[src/rtl/if_stage.sv]
// Instruction-fetch stage with IF/ID pipeline register for the PoliRISC-V core.
// It owns the PC, the instruction-memory read handshake and a one-entry hold buffer.
//
// state | meaning
// IDLE  | no request outstanding, waiting for stall_if to drop
// REQ   | request outstanding, returned data is accepted
// DROP  | request outstanding, returned data is discarded because a redirect occurred
// HOLD  | one returned instruction is parked until decode frees up
module if_stage #(
  parameter int                   DATA_SIZE = 32,
  parameter logic [DATA_SIZE-1:0] RESET_PC  = '0,
  parameter logic [31:0]          NOP_INST  = 32'h00000013
) (
  input  logic                 clock,
  input  logic                 reset,
  input  logic                 stall_if,
  input  logic                 stall_id,
  input  logic                 flush_id,
  input  logic                 redirect_en,
  input  logic [DATA_SIZE-1:0] redirect_pc,
  output logic                 mem_rd_en,
  output logic [DATA_SIZE-1:0] mem_addr,
  input  logic                 mem_ack,
  input  logic [31:0]          mem_rd_dat,
  output logic [31:0]          inst_id,
  output logic [DATA_SIZE-1:0] pc_id,
  output logic [DATA_SIZE-1:0] pc_plus_4_id,
  output logic                 valid_id
);

  typedef enum logic [1:0] {IDLE, REQ, DROP, HOLD} state_t;

  state_t               state, state_next;
  logic [DATA_SIZE-1:0] pc, pc_next, mem_addr_next;
  logic [DATA_SIZE-1:0] redirect_tgt, addr_plus_4;
  logic [31:0]          hold_inst, load_inst;
  logic [DATA_SIZE-1:0] hold_pc, load_pc;
  logic                 load, capture;

  assign redirect_tgt = redirect_pc & ~DATA_SIZE'(3);
  assign addr_plus_4  = mem_addr + DATA_SIZE'(4);

  always_ff @(posedge clock) begin
    if (reset) state <= IDLE;
    else       state <= state_next;
  end

  always_comb begin
    state_next = state;
    case (state)
      IDLE: if (!stall_if) state_next = REQ;
      REQ: begin
        if (mem_ack && redirect_en) state_next = REQ;
        else if (mem_ack && !stall_id) state_next = stall_if ? IDLE : REQ;
        else if (mem_ack) state_next = HOLD;
        else if (redirect_en) state_next = DROP;
      end
      DROP: if (mem_ack) state_next = REQ;
      HOLD: begin
        if (redirect_en) state_next = IDLE;
        else if (!stall_id) state_next = stall_if ? IDLE : REQ;
      end
      default: state_next = IDLE;
    endcase
  end

  always_comb begin
    pc_next       = pc;
    mem_addr_next = mem_addr;
    load          = 1'b0;
    load_inst     = hold_inst;
    load_pc       = hold_pc;
    capture       = 1'b0;
    case (state)
      IDLE: begin
        if (redirect_en) pc_next = redirect_tgt;
        if (!stall_if) mem_addr_next = redirect_en ? redirect_tgt : pc;
      end
      REQ: begin
        if (mem_ack && redirect_en) begin
          mem_addr_next = redirect_tgt;
          pc_next       = redirect_tgt;
        end else if (mem_ack) begin
          pc_next = addr_plus_4;
          if (!stall_id) begin
            load      = 1'b1;
            load_inst = mem_rd_dat;
            load_pc   = mem_addr;
            if (!stall_if) mem_addr_next = addr_plus_4;
          end else begin
            capture = 1'b1;
          end
        end else if (redirect_en) begin
          pc_next = redirect_tgt;
        end
      end
      DROP: begin
        // A redirect landing on the same cycle as the ack must win over the stale pc.
        if (redirect_en) pc_next = redirect_tgt;
        if (mem_ack) mem_addr_next = redirect_en ? redirect_tgt : pc;
      end
      HOLD: begin
        if (redirect_en) begin
          pc_next = redirect_tgt;
        end else if (!stall_id) begin
          load = 1'b1;
          if (!stall_if) mem_addr_next = pc;
        end
      end
      default: ;
    endcase
  end

  always_ff @(posedge clock) begin
    if (reset) begin
      pc        <= RESET_PC;
      mem_addr  <= RESET_PC;
      mem_rd_en <= 1'b0;
      hold_inst <= NOP_INST;
      hold_pc   <= '0;
    end else begin
      pc        <= pc_next;
      mem_addr  <= mem_addr_next;
      mem_rd_en <= (state_next == REQ) || (state_next == DROP);
      if (capture) begin
        hold_inst <= mem_rd_dat;
        hold_pc   <= mem_addr;
      end
    end
  end

  // IF/ID priority: reset > flush > stall > load; otherwise insert a bubble.
  always_ff @(posedge clock) begin
    if (reset) begin
      inst_id      <= NOP_INST;
      pc_id        <= '0;
      pc_plus_4_id <= '0;
      valid_id     <= 1'b0;
    end else if (flush_id) begin
      inst_id  <= NOP_INST;
      valid_id <= 1'b0;
    end else if (stall_id) begin
      valid_id <= valid_id;
    end else if (load) begin
      inst_id      <= load_inst;
      pc_id        <= load_pc;
      pc_plus_4_id <= load_pc + DATA_SIZE'(4);
      valid_id     <= 1'b1;
    end else begin
      valid_id <= 1'b0;
    end
  end

endmodule
[config.mk]
export PLATFORM = sky130hd
export DESIGN_NAME = if_stage
export DESIGN_NICKNAME = d
export VERILOG_FILES = /design/src/rtl/if_stage.sv
export SDC_FILE = /design/constraint.sdc
export NUM_CORES = 1
export LEC_CHECK = 0
export ABC_AREA = 1
export BUFFER_PORTS_ARGS = -buffer_cell sky130_fd_sc_hd__buf_2
export CAP_MARGIN = 20
export CORE_MARGIN = 2
export CORE_UTILIZATION = 25
export CTS_CLUSTER_DIAMETER = 200
export DETAILED_ROUTE_END_ITERATION = 7
export PLACE_DENSITY_LB_ADDON = 0.05
export SYNTH_ARGS = -nofsm -noshare
export SYNTH_HDL_FRONTEND = slang
export SYNTH_SLANG_ARGS = --single-unit
[constraint.sdc]
create_clock -name clock -period 4.77 [get_ports clock]
set_input_delay 0.2385 -clock clock [delete_from_list [all_inputs] [get_ports clock]]
set_output_delay 0.2385 -clock clock [all_outputs]
set_load 0.1 [all_outputs]
==> impl_metrics.csv, run 1 <==
group,metric,value,unit
synthesis,synth_top_area_share,38.5,%
critical_path,crit_arrival,3.70,ns
timing,post-route-period-util,66.9,%
power_and_ir_drop,peakVddDrop,0.251,mV
global_routing,grt_start_max_net_pins,88,
synthesis,yosysMostFrequentCell,"nand2_1",
critical_path,cp-start-kind,"flip-flop",
synthesis,yosys_register_bits,226,
placement,gp_congestion,0.882,
routing,drcViolationCount,0,
synthesis,synth.distinct_cells,44,
cts,clk_path_buf_depth,3,
synthesis,synth_area,11800,µm²
power_and_ir_drop,p_int,0.00367,W
global_routing,grt_antenna_before_repair,1,
critical_path,reg2regPathDepth,8,
global_routing,grt_use_met3,3.00,%
floorplan,io-pin-count,201,
cts,cts_resized,0,
synthesis,synth_nets,1848,
synthesis,async_flop_share,0,%
critical_path,worst_r2r_endpoint,"hold_pc[31]",
cts,root_buffer,"clkbuf_16",
placement,dp_hpwl,32.9,mm
final_layout,drive_gt1_share,16.4,%
global_routing,overflow,0,
power_and_ir_drop,p_sw_share,34.6,%
routing,wire_per_inst,18.8,µm
timing,period_minus_slack,3.19,ns
timing,relSlewSlack,36.2,%
routing,ant_nets,0,
power_and_ir_drop,net-switching-power,0.00194,W
final_layout,nFillCells,5202,
global_routing,first_global_vias,11851,
hold_path,holdCritPathClass,"input port to flip-flop",
cts,cts_buffers,30,
hold_path,hold_path_depth,5,
critical_path,path_class,"flip-flop to flip-flop",
placement,post-place-cells,2491,
power_and_ir_drop,p_per_area,384,nW/µm²
floorplan,dieArea,48800,µm²
power_and_ir_drop,totalPowerFinal,0.00562,W
critical_path,crit_start,"state[0]",
synthesis,synth_area_leaders,"dfxtp_1 (38%), nand2_1 (18%), o21ai_0 (5.7%)",
cts,cts_tree,"done",
synthesis,synth_seq_area_share,38.5,%
timing,tns,0,ns
final_layout,stdcell_count,2586,
power_and_ir_drop,power_frac_clock,42.2,%
cts,clkTransAtPathRegs,0.06,ns
global_routing,use_met1,25.9,%
timing,fmax,313,MHz
timing,grt_setup_unrepaired,"false",
timing,worst_slew_pin_slew,0.957,ns
routing,dr_total_vias,12414,
global_routing,grt_pass1_wl,73.4,mm
critical_path,required,5.27,ns
synthesis,avgSynthCellArea,6.62,µm²
routing,wirelength,48.7,mm
flow_run,cap_violations,0,
synthesis,synth-edff-count,0,
critical_path,end_kind,"flip-flop",
timing,finalSetupViolations,0,
floorplan,rows,79,
final_layout,area_growth_syn_to_layout,24.4,%
synthesis,yosys-top-cells-count,"nand2_1 (576), dfxtp_1 (226), nor2_1 (169), o21ai_0 (135), a21oi_1 (125)",
critical_path,rr_startpoint,"state[0]",
cts,worstSkewPairLatency,0.58,ns
cts,cts_sinks,226,
floorplan,coreArea,46500,µm²
timing,fin_skew,0.0124,ns
floorplan,die_w,221,µm
final_layout,final_nets,2029,
critical_path,reg2reg_slack,1.58,ns
synthesis,yosys_most_used_dff,"dfxtp_1",
floorplan,die_y,221,µm
status,outcome,"complete, no violations",
synthesis,synth_warnings,0,
hold_path,whs_endpoint,"mem_addr[25]",
timing,finalHoldViolations,0,
hold_path,hp-start,"redirect_pc[25]",
power_and_ir_drop,p_leak,6.20,nW
final_layout,diodes,0,
global_routing,grtUsageTotal,19.2,%
synthesis,post-synth-top-area-cell,"dfxtp_1",
global_routing,use_met2,31.5,%
timing,drv_slew,0,
routing,via_per_inst,4.80,
floorplan,start_util,25.3,%
critical_path,critPathMaxFanout,87,
synthesis,synth_cells,1775,
routing,drt_iter0_markers,802,
placement,io_buffers,198,
power_and_ir_drop,comb_power_share,19.9,%
power_and_ir_drop,p_seq_share,37.9,%
routing,dr.pass1.iters,5,
cts,htreeDepth,1,
global_routing,busiest_layer,"met2",
[through the flow]
| stage | hold WS [ns] | setup WS (ns) | area (µm²) | util, % |
|---|---|---|---|---|
| after floorplan | 0.365 | 2.19 | 11800 | - |
| after global placement | 0.442 | 1.54 | 13200 | 28.4 |
| after detailed placement | 0.448 | 1.49 | 13200 | 28.4 |
| after CTS | 0.00136 | 1.56 | 14600 | 31.5 |
| after global routing | 0.0437 | 1.31 | 14600 | 31.5 |
| final | 0.0302 | 1.58 | 14600 | 31.5 |
[metal layers]
layer	vias to the layer above	routed length, µm	share of wire (%)
met5	-	8	0.016
li1	6190	-	-
met2	327	22500	46
met4	2	1500	3.1
met3	84	2350	4.8
met1	5811	22400	46
[power by group through the flow]
stage	registers [W]	logic (W)	clock network, W
2_1_floorplan	0.00248	0.000441	0
3_3_place_gp	0.00217	0.00109	0
3_5_place_dp	0.00217	0.00109	0
4_1_cts	0.00213	0.00113	0.00246
5_1_grt	0.00214	0.00120	0.00252
6_report	0.00213	0.00112	0.00237
[cells in the final DEF (no fill, tap or decap), drive strengths merged, types with 21 or more instances in the layout]
cell and instances:
nand3 77, a221oi 21, o21ai 145, nand2 588, buf 220, a21oi 126
nor3 25, inv 131, dlygate4sd3 40, xor2 29, nor2 185, a211oi 21
a31oi 32, clkbuf 45, dfxtp 226
[cells by family (layout without fill, tap and decap cells)]
| kind of cell | Yosys count | count (layout) | share of synthesized area, % |
|---|---|---|---|
| fa+ha+maj | 2 | 2 | 0.213 |
| xor+xnor | 32 | 32 | 2.38 |
| flops | 226 | 226 | 38.5 |
| compound gates | 381 | 381 | 18.9 |
| buf+inv | 244 | 448 | 8.48 |
| simple gates | 890 | 890 | 31.5 |
[critical path, stage by stage, from the launching register on]
cell	delay, ns
dfxtp_1	0.72
nand2_4	0.23
nor2_4	0.48
inv_2	0.11
buf_4	0.31
nor2_4	0.14
buf_4	0.75
o21ai_0	0.18
a21oi_1	0.15
[flip-flops by register name, summed over array words and instances (netlist names)]
register,flops
hold_inst,32
hold_pc,32
inst_id,32
mem_addr,32
mem_rd_en,1
pc,32
pc_id,32
pc_plus_4_id,30
state,2
valid_id,1
[area by class of cell]
class	instances	area, µm²	share of cell area, %
Inverter	133	499	3.41
Clock inverter	10	100	0.685
Tap cell	607	759	5.19
Timing Repair Buffer	260	1560	10.7
Sequential cell	226	4520	30.9
Multi-Input combinational cell	1305	6240	42.7
Clock buffer	45	938	6.42
[worst max path at each step]
stage / end / cells after the start
5_1_grt: hold_pc[21] / 8
4_1_cts: hold_pc[30] / 8
3_5_place_dp: hold_pc[9] / 10
3_3_place_gp: hold_pc[16] / 10
6_report: hold_pc[31] / 8
2_1_floorplan: pc_plus_4_id[14] / 13
[repair_timing]
action	CTS	global route
hold buffers	40	0
setup buffers	0	0
endpoints found under the hold margin	74	0
Power figures use the tool's default switching activity.
==> inputs of run 2 (changes only) <==
==> constraint.sdc (replaced) <==
create_clock -name clock -period 3.3 [get_ports clock]
set_input_delay 0.165 -clock clock [delete_from_list [all_inputs] [get_ports clock]]
set_output_delay 0.165 -clock clock [all_outputs]
set_load 0.1 [all_outputs]
==> run 2 against run 1 <==
  * Hold slack improved by 0.019 ns
  * Largest cell class unchanged
  * Non-clock buffer count increased by 39
  * Global-route usage is 0.21 points higher
  * First-iteration DRC count decreased by 5.6%
  * Critical path depth grew 6
  * Worst setup slack worse by 0.92 ns
  * Die area stayed put
  * Wire length is 0.26% higher
  * Sequential share of layout area down 0.72 points
  * Flip-flop and latch count unchanged
==> impl_metrics.csv, run 2 (synthesis gave the netlist of run 1 again) <==
group,metric,value,unit
floorplan,coreArea,46500,µm²
placement,gp_congestion,0.885,
timing,period_minus_slack,2.64,ns
global_routing,grt_start_max_net_pins,88,
cts,cts_resized,0,
hold_path,hold_path_depth,3,
floorplan,rows,79,
routing,wire_per_inst,18.6,µm
critical_path,path_class,"flip-flop to flip-flop",
critical_path,rr_startpoint,"state[0]",
cts,root_buffer,"clkbuf_16",
timing,finalHoldViolations,0,
power_and_ir_drop,p_leak,6.35,nW
final_layout,mostFrequentLayoutCell,"nand2_1",
placement,post-place-cells,2509,
routing,drt_iter0_markers,757,
placement,place_ws,0.704,ns
floorplan,dieArea,48800,µm²
critical_path,critPathMaxFanout,15,
global_routing,grt_pass1_wl,74.2,mm
placement,io_buffers,198,
timing,worst_slew_pin_slew,0.867,ns
timing,grt_setup_unrepaired,"false",
timing,drv_slew,0,
cts,worstSkewPairLatency,0.58,ns
routing,dr_total_vias,12366,
timing,post-route-period-util,79.9,%
timing,finalSetupViolations,0,
final_layout,stdcell_count,2622,
power_and_ir_drop,peakVddDrop,0.411,mV
floorplan,io-pin-count,201,
critical_path,cp-start-kind,"flip-flop",
hold_path,hp-start,"redirect_en",
critical_path,reg2regPathDepth,14,
critical_path,end_kind,"flip-flop",
floorplan,start_util,25.3,%
final_layout,drive_gt1_share,16.6,%
global_routing,grt_antenna_before_repair,1,
timing,fin_skew,0.0280,ns
timing,relSlewSlack,42.2,%
timing,hold_ws,0.0495,ns
final_layout,multiInputGateArea,6240,µm²
global_routing,overflow,0,
global_routing,first_global_vias,11909,
critical_path,crit_arrival,3.10,ns
routing,wirelength,48.8,mm
flow_run,cap_violations,0,
cts,cts_buffers,30,
critical_path,worst_r2r_endpoint,"pc_plus_4_id[30]",
critical_path,reg2reg_slack,0.66,ns
final_layout,final_nets,2068,
timing,fmax,379,MHz
final_layout,layout_common_cells,"nand2_1 (576), dfxtp_1 (226), buf_2 (197), nor2_1 (168), o21ai_0 (135)",
power_and_ir_drop,p_per_area,540,nW/µm²
hold_path,holdCritPathClass,"input port to flip-flop",
power_and_ir_drop,totalPowerFinal,0.00808,W
cts,cts_sinks,226,
timing,tns,0,ns
cts,htreeDepth,1,
routing,via_per_inst,4.72,
routing,drcViolationCount,0,
status,outcome,"complete, no violations",
critical_path,required,3.76,ns
cts,post_cts_buffers,0,
cts,clk_path_buf_depth,3,
final_layout,area_growth_syn_to_layout,27.4,%
floorplan,die_y,221,µm
routing,ant_nets,0,
cts,cts_tree,"done",
final_layout,seqCellArea,4520,µm²
hold_path,whs_endpoint,"pc[19]",
placement,dp_hpwl,33.6,mm
timing,setup_slack,0.663,ns
routing,dr.pass1.iters,5,
final_layout,nFillCells,5221,
global_routing,grtUsageTotal,19.4,%
cts,clkTransAtPathRegs,0.06,ns
cts,cts_hold_buf,61,
floorplan,die_w,221,µm
[run 2: cell count changes in the layout (fill, tap and decap cells not counted)]
cell,before,now
diode_2,0,1
clkinvlp_4,0,1
clkbuf_1,3,6
dlygate4sd3_1,40,61
clkinv_2,8,3
buf_12,0,4
buf_4,23,37
clkbuf_8,11,8
[run 2: worst max path at each step]
stage,startpoint,end,slack [ns],depth (start not counted)
2_1_floorplan,mem_addr[2],pc_plus_4_id[14],0.72,13
3_3_place_gp,state[0],pc_plus_4_id[28],0.68,15
3_5_place_dp,state[0],pc_plus_4_id[28],0.70,15
4_1_cts,state[0],pc_plus_4_id[28],0.68,15
5_1_grt,state[0],pc_plus_4_id[28],0.46,15
6_report,state[0],pc_plus_4_id[30],0.66,14
[run 2: cell type report]
cell class	instances	area share (%)
Tap cell	607	5.07
Antenna cell	1	0.0167
Multi-Input combinational cell	1305	41.7
Clock buffer	45	6.07
Sequential cell	226	30.2
Clock inverter	6	0.552
Inverter	133	3.33
Timing Repair Buffer	299	13.1
[run 2: critical path, stage by stage, from the launching register on]
cell and delay (ns):
dfxtp_1 0.34, buf_4 0.22, nand2_4 0.08, nor2_4 0.43, nand3_1 0.16, nand2_1 0.22, nand2_1 0.19, nor2_1 0.25
nand2_1 0.09, nor2_1 0.19, nand2_1 0.08, nand2_1 0.06, nand3_1 0.09, nand2_1 0.08, inv_1 0.03
[run 2: metrics by stage]
| step | util, % | area, µm² |
|---|---|---|
| floorplan | - | 11800 |
| global placement | 28.8 | 13400 |
| detailed placement | 28.8 | 13400 |
| CTS | 32.2 | 15000 |
| global route | 32.2 | 15000 |
| finish | 32.2 | 15000 |
[run 2: metal layers]
metal	track usage (%)	vias up	share of wire [%]
met5	0	-	0
met3	2.56	45	3.9
met4	4.26	0	2.2
li1	-	6278	-
met2	32.9	277	47
met1	26.2	5766	47
[run 2: power breakdown]
| part | internal [W] | switching, W | leakage (nW) |
|---|---|---|---|
| clock network | 0.00203 | 0.00129 | 0.487 |
| registers | 0.00286 | 0.000188 | 1.84 |
| logic | 0.000398 | 0.00131 | 4.03 |
==> inputs of run 3 (changes only) <==
==> constraint.sdc (replaced) <==
create_clock -name clock -period 2.45 [get_ports clock]
set_input_delay 0.1225 -clock clock [delete_from_list [all_inputs] [get_ports clock]]
set_output_delay 0.1225 -clock clock [all_outputs]
set_load 0.1 [all_outputs]
==> run 3 against run 2 <==
  * Power rose by 37%
  * Sequential power rose by 33%
  * Combinational power rose by 44%
  * Register-to-register slack got worse by 0.46 ns
  * Clock skew fell by 0.011 ns
  * Critical path type unchanged
  * Largest cell class unchanged
==> impl_metrics.csv, run 3 (synthesis gave the netlist of run 1 again) <==
group,metric,value,unit
status,outcome,"complete, no violations",
power_and_ir_drop,totalPowerFinal,0.0110,W
cts,cts_buffers,30,
critical_path,end_kind,"flip-flop",
critical_path,worst_r2r_endpoint,"pc_plus_4_id[26]",
critical_path,reg2regPathDepth,14,
final_layout,layout_common_cells,"nand2_1 (571), dfxtp_1 (223), buf_2 (197), nor2_1 (162), o21ai_0 (134)",
floorplan,dieArea,48800,µm²
routing,via_per_inst,4.72,
routing,dr_total_vias,12654,
routing,wirelength,49.1,mm
timing,period_minus_slack,2.25,ns
hold_path,whs_endpoint,"hold_inst[1]",
timing,relSlewSlack,44.8,%
final_layout,design_area,15500,µm²
global_routing,grt_antenna_before_repair,2,
routing,wire_per_inst,18.3,µm
timing,fin_skew,0.0173,ns
floorplan,coreArea,46500,µm²
placement,placed_area,13800,µm²
final_layout,area_growth_syn_to_layout,31.8,%
hold_path,holdCritPathClass,"input port to flip-flop",
critical_path,rr_startpoint,"state[0]",
routing,dr.pass1.iters,5,
cts,htreeDepth,1,
timing,grt_setup_unrepaired,"true",
timing,hold_ws,0.0634,ns
final_layout,drive_gt1_share,19.7,%
cts,cts_sinks,226,
cts,cts_tree,"done",
floorplan,die_y,221,µm
floorplan,die_w,221,µm
final_layout,stdcell_count,2682,
timing,post-route-period-util,91.9,%
placement,post-place-cells,2560,
placement,io_buffers,198,
final_layout,final_nets,2123,
critical_path,crit_arrival,2.72,ns
critical_path,critPathMaxFanout,30,
timing,finalHoldViolations,0,
routing,drt_iter0_markers,697,
cts,clkTransAtPathRegs,0.06,ns
global_routing,grt_start_max_net_pins,84,
critical_path,path_class,"flip-flop to flip-flop",
critical_path,cp-start-kind,"flip-flop",
cts,clk_path_buf_depth,3,
floorplan,io-pin-count,201,
timing,tns,0,ns
placement,gp_congestion,0.897,
hold_path,hold_path_depth,3,
final_layout,nFillCells,5211,
critical_path,reg2reg_slack,0.20,ns
timing,worst_slew_pin_slew,0.827,ns
routing,ant_nets,0,
floorplan,start_util,25.3,%
timing,fmax,444,MHz
global_routing,grt_pass1_wl,75.3,mm
power_and_ir_drop,peakVddDrop,0.537,mV
routing,drcViolationCount,0,
final_layout,seqCellArea,4530,µm²
critical_path,required,2.92,ns
timing,drv_slew,0,
cts,root_buffer,"clkbuf_16",
placement,dp_hpwl,34.7,mm
hold_path,hp-start,"reset",
floorplan,rows,79,
timing,finalSetupViolations,0,
global_routing,first_global_vias,12277,
global_routing,grtUsageTotal,19.6,%
power_and_ir_drop,p_leak,6.66,nW
final_layout,multiInputGateArea,6280,µm²
flow_run,cap_violations,0,
power_and_ir_drop,p_per_area,713,nW/µm²
global_routing,overflow,0,
final_layout,mostFrequentLayoutCell,"nand2_1",
cts,worstSkewPairLatency,0.58,ns
run 3: cell types whose count changed in the layout (fill, tap and decap cells not counted), moves of 5 or more:
cell,before,now
buf_4,37,87
nor2_2,5,10
nand2_1,576,571
nand2_2,9,14
nor2_1,168,162
run 3: how the worst max path moves through the flow:
stage                       startpoint               end  slack [ns]
after global placement        state[0]  pc_plus_4_id[27]        0.09
after global routing          state[0]  pc_plus_4_id[28]       -0.02
final                         state[0]  pc_plus_4_id[26]        0.20
after CTS                     state[0]  pc_plus_4_id[27]        0.01
after detailed placement      state[0]  pc_plus_4_id[27]        0.04
after floorplan           mem_addr[13]      mem_addr[22]        0.08
run 3: cell type report:
cell class | count | area share (%)
well taps | 607 | 4.90
flip-flops and latches | 226 | 29.2
diodes | 1 | 0.0162
clock inverters | 12 | 0.646
repair buffers | 354 | 15.5
clock buffers | 44 | 5.91
multi-input cells | 1305 | 40.5
inverters | 133 | 3.24
run 3: repair_timing:
item,in CTS,in global routing
hold buffers,63,0
buffers inserted,0,2
endpoints found under the setup margin,0,26
hold endpoints to repair,119,0
resized for setup,0,18
run 3: power by group:
| part | internal, W | total [W] | switching [W] |
|---|---|---|---|
| combinational | 0.000629 | 0.00247 | 0.00184 |
| clock | 0.00268 | 0.00451 | 0.00183 |
| sequential | 0.00385 | 0.00406 | 0.000207 |
run 3: worst max-delay path, cell delays in order (launching register included):
cell     delay (ns)
dfxtp_2        0.38
inv_2          0.10
nor2_8         0.14
nand3_4        0.09
buf_12         0.17
o21ai_2        0.30
nand2_1        0.18
nor2_2         0.25
nand2_1        0.08
nor2_1         0.15
nand2_1        0.07
nand2_1        0.06
nand3_1        0.06
nand2_1        0.07
inv_1          0.03
run 3: through the flow:
step / util (%) / worst slack (ns)
finish: 33.3 / 0.199
global route: 33.3 / -0.0219
CTS: 33.2 / 0.0122
detailed placement: 29.6 / 0.0366
global placement: 29.6 / 0.0882
floorplan: - / 0.0833
run 3: layer usage:
metal	wire, µm	global-route usage [%]	vias to the layer above
met1	22800	26.7	5894
met2	22600	32.2	301
met3	2310	2.91	79
li1	-	-	6378
met5	13	0	-
met4	1360	5.61	2
